## config.mk

```make
export PLATFORM = sky130hd
export DESIGN_NAME = mem_arbiter
export DESIGN_NICKNAME = d
export VERILOG_FILES = /design/src/rtl/mem_arbiter.sv
export SDC_FILE = /design/constraint.sdc
export NUM_CORES = 1
export LEC_CHECK = 0
export ABC_AREA = 1
export BUFFER_PORTS_ARGS = -buffer_cell sky130_fd_sc_hd__clkbuf_2
export CORE_MARGIN = 8
export CORE_UTILIZATION = 36
export DETAILED_ROUTE_END_ITERATION = 6
export GPL_ROUTABILITY_DRIVEN = 1
export PLACE_DENSITY_LB_ADDON = 0.25
export SLEW_MARGIN = 20
export SYNTH_ARGS = -nofsm -noshare
export SYNTH_HDL_FRONTEND = slang
export SYNTH_SLANG_ARGS = --single-unit
```

## constraint.sdc

```tcl
create_clock -name clk -period 8.1 [get_ports clk]
set_input_delay 0.405 -clock clk [delete_from_list [all_inputs] [get_ports clk]]
set_output_delay 0.405 -clock clk [all_outputs]
set_load 0.1 [all_outputs]
```

## src/rtl/mem_arbiter.sv

```systemverilog
// Two-requester round-robin arbiter in front of one shared memory port.
// Each requester owns a one-deep slot; at most one access is in flight.
module mem_arbiter #(
  parameter int ADDR_W = 32,
  parameter int DATA_W = 32
) (
  input  logic              clk,
  input  logic              rst,
  input  logic [ADDR_W-1:0] r0_addr,
  input  logic [DATA_W-1:0] r0_wr_data,
  input  logic              r0_rd_req,
  input  logic              r0_wr_req,
  output logic [DATA_W-1:0] r0_rd_data,
  output logic              r0_ack,
  output logic              r0_busy,
  input  logic [ADDR_W-1:0] r1_addr,
  input  logic [DATA_W-1:0] r1_wr_data,
  input  logic              r1_rd_req,
  input  logic              r1_wr_req,
  output logic [DATA_W-1:0] r1_rd_data,
  output logic              r1_ack,
  output logic              r1_busy,
  output logic [ADDR_W-1:0] mem_addr,
  output logic [DATA_W-1:0] mem_wr_data,
  output logic              mem_rd_req,
  output logic              mem_wr_req,
  input  logic [DATA_W-1:0] mem_rd_data,
  input  logic              mem_ack,
  input  logic              mem_busy,
  output logic              grant
);

  typedef enum logic {IDLE, WAIT} state_t;

  state_t state, state_nx;

  logic [1:0]        req, req_wr, busy;
  logic [1:0]        p_vld, p_wr, ack_q;
  logic [ADDR_W-1:0] in_addr [2];
  logic [DATA_W-1:0] in_data [2];
  logic [ADDR_W-1:0] p_addr  [2];
  logic [DATA_W-1:0] p_data  [2];
  logic [DATA_W-1:0] rd_q    [2];
  logic              prio, sel, issue, done;

  assign req        = {r1_rd_req | r1_wr_req, r0_rd_req | r0_wr_req};
  assign req_wr     = {r1_wr_req, r0_wr_req};
  assign in_addr[0] = r0_addr;
  assign in_addr[1] = r1_addr;
  assign in_data[0] = r0_wr_data;
  assign in_data[1] = r1_wr_data;

  // Busy covers the ack cycle so a re-request on that edge is dropped
  assign busy       = p_vld | ack_q;
  assign r0_busy    = busy[0];
  assign r1_busy    = busy[1];
  assign r0_ack     = ack_q[0];
  assign r1_ack     = ack_q[1];
  assign r0_rd_data = rd_q[0];
  assign r1_rd_data = rd_q[1];

  always_ff @(posedge clk or posedge rst) begin
    if (rst) state <= IDLE;
    else     state <= state_nx;
  end

  always_comb begin
    state_nx = state;
    case (state)
      IDLE:    if (issue)   state_nx = WAIT;
      WAIT:    if (mem_ack) state_nx = IDLE;
      default: state_nx = IDLE;
    endcase
  end

  always_comb begin
    issue = 1'b0;
    done  = 1'b0;
    sel   = (&p_vld) ? prio : p_vld[1];
    case (state)
      IDLE:    issue = (|p_vld) && !mem_busy;
      WAIT:    done  = mem_ack;
      default: ;
    endcase
  end

  always_ff @(posedge clk or posedge rst) begin
    if (rst) begin
      p_vld       <= '0;
      p_wr        <= '0;
      ack_q       <= '0;
      prio        <= 1'b0;
      grant       <= 1'b0;
      mem_rd_req  <= 1'b0;
      mem_wr_req  <= 1'b0;
      mem_addr    <= '0;
      mem_wr_data <= '0;
      for (int i = 0; i < 2; i++) begin
        p_addr[i] <= '0;
        p_data[i] <= '0;
        rd_q[i]   <= '0;
      end
    end else begin
      mem_rd_req <= 1'b0;
      mem_wr_req <= 1'b0;
      ack_q      <= '0;
      for (int i = 0; i < 2; i++) begin
        if (req[i] && !busy[i]) begin
          p_vld[i]  <= 1'b1;
          p_wr[i]   <= req_wr[i];
          p_addr[i] <= in_addr[i];
          p_data[i] <= in_data[i];
        end
      end
      if (issue) begin
        mem_addr    <= p_addr[sel];
        mem_wr_data <= p_data[sel];
        mem_rd_req  <= !p_wr[sel];
        mem_wr_req  <= p_wr[sel];
        grant       <= sel;
        prio        <= !sel;
      end
      if (done) begin
        ack_q[grant] <= 1'b1;
        rd_q[grant]  <= mem_rd_data;
        p_vld[grant] <= 1'b0;
      end
    end
  end

endmodule

```

==> impl_metrics.ini <==
[route]
viasPerCell = 4.84
drc_errors = 0
num_vias = 9040
drt_pass1_iterations = 6
wl_um = 32500
drt-initial-drc-count = 533
drtAntennaViolNets = 0
routedWlPerCell_um = 17.4

[setup_path]
cp_max_fo = 70
crit_arrival_ns = 3.62
end_kind = flip-flop
startpoint_type = flip-flop
required_ns = 8.51
critPathKind = reg -> reg

[global_route]
first_global_vias = 9502
grt_util_all_layers_pct = 18.2
grt_max_degree = 157
grt_antenna_before_repair = 6
grt.overflow.total = 0
grt_pass1_wl_um = 52900

[sta]
hold_slack_ns = -0.0320
finalClockSkew_ns = 0.0150
relSlewSlack_pct = 37.9
fmax_ghz = 0.311
tightest_slew_ns = 0.931
grt_setup_unrepaired = no
period_needed_ns = 3.21
final_max_slew_viol_count = 0
finalCritPeriodShare_pct = 39.7
setup_violations = 0
hold_viol_final = 9
tns_ns = 0

[layout]
instances_no_fill = 1868
n_fill_cell = 2978
nets = 1623
final_cell_mix = 524 x nand2_1, 302 x clkbuf_2, 266 x dfrtp_1
drive_above_1_share_pct = 25.1
multiInputGateArea_um2 = 3480
layout_commonest_cell = nand2_1
final_cell_area_um2 = 13400
seq_area_um2 = 6680
area_growth_pct = 25.1

[logic_synthesis]
synth_cell_types = 16
yosys-top-cells-area = dfrtp_1 62%, nand2_1 18%, nand3_1 6.0%
synth_seq_cells = 267
syn_area_per_cell_um2 = 8.99
ys_seq_area_share_pct = 62.2
syn_area_um2 = 10700
syn_nets = 1363
synth_top_area_cell = dfrtp_1
yosys.area.top_type_share_pct = 62.2
synthCells = 1195
ys_warn_count = 0

[die]
coreArea_um2 = 29500
start_util_pct = 36.5
dieArea_um2 = 35600
ios = 303
dieWidth_um = 189
die_y_um = 189
row_count = 63

[clock_network]
cts_tree = done
clock_latency_ns = 0.54
post_cts_buffers = 0
cts_buffers = 29
path_clk_slew_ns = 0.06
h-tree-depth = 1
cts_buffer_depth = 3
ctsResizeCount = 0
clock_sinks = 267
cts_hold_repair.buffers = 0
root_buffer = clkbuf_16

[placed_design]
gp_congestion = 0.758
dp.cells = 1814
place_area_um2 = 12400
dp_hpwl_um = 21300
port_buffers = 302

[min_path]
hold_class = in -> async

[outcome]
run_status = finished, violations left
failed_checks = negative hold slack

[run]
cap_violations = 0
logic make-up (layout without fill, tap and decap cells):
logic type             Yosys count  count (layout)  synth area share [%]
buffers and inverters          126             408                  5.82
other                            0               1                     0
flip-flops                     267             267                  62.2
AO/OA/AOI/OAI                   71              71                  3.41
AND/OR/NAND/NOR                731             731                  28.6
cell usage after synthesis, drive strengths merged:
cell type / instances
a21oi: 1
buf: 62
clkbuf: 21
dfrtp: 267
inv: 43
nand2: 526
nand3: 129
nand4: 64
nor2: 12
o21ai: 70
flip-flops by register name (all words and copies together), names as in the netlist, 2 cells and up:
| signal | count |
|---|---|
| ack_q | 2 |
| p_addr | 64 |
| p_wr | 2 |
| r1_rd_data | 32 |
| p_vld | 2 |
| p_data | 64 |
| mem_wr_data | 32 |
| mem_addr | 32 |
| r0_rd_data | 32 |
path summary, 6_finish.rpt:
check	from	endpoint	slack, ns	cells after the start
min reg2reg	p_addr[26]	p_addr[26]	0.48	2
min	rst	r1_rd_data[13]	-0.03	2
max	p_vld[1]	p_data[6]	4.89	7
max reg2reg	p_vld[1]	p_data[6]	4.89	7
min in group clk	r0_wr_data[0]	p_data[32]	0.06	3
max in group asynchronous	rst	p_data[44]	6.84	3
final cells by class:
cell class / instances / area share [%]
diodes: 1 / 0.0186
clock buffers: 41 / 6.03
clock inverters: 12 / 1.56
inverters: 43 / 1.27
multi-input cells: 802 / 25.9
flip-flops and latches: 267 / 49.7
well taps: 390 / 3.63
repair buffers: 312 / 11.9
worst max-delay path, stage by stage, from the launching register on:
cell      delay [ns]
dfrtp_2         0.34
buf_4           0.59
nor2_4          0.11
o21ai_4         0.08
buf_4           0.56
clkinv_2        0.93
nand2_1         0.27
nand2_1         0.08
per-stage QoR:
step                      utilization, %  setup slack [ns]  hold WS [ns]
after global routing                45.6              4.47        0.0372
after CTS                           45.6              5.22        0.0258
after global placement              42.1              5.22         0.462
final                               45.6              4.89       -0.0320
after detailed placement            42.1              5.23         0.465
after floorplan                        -             0.341         0.442
routing by layer:
layer  vias up  track usage (%)  wire length [um]
met5         -                0                56
met4        10             4.54               846
met2       327             28.3             14600
met1      4285             23.7             13800
met3        59             6.77              3230
li1       4359                -                 -
Power is not shown: default switching activity piles up to over one toggle a cycle in this logic, so the estimate is an artifact.
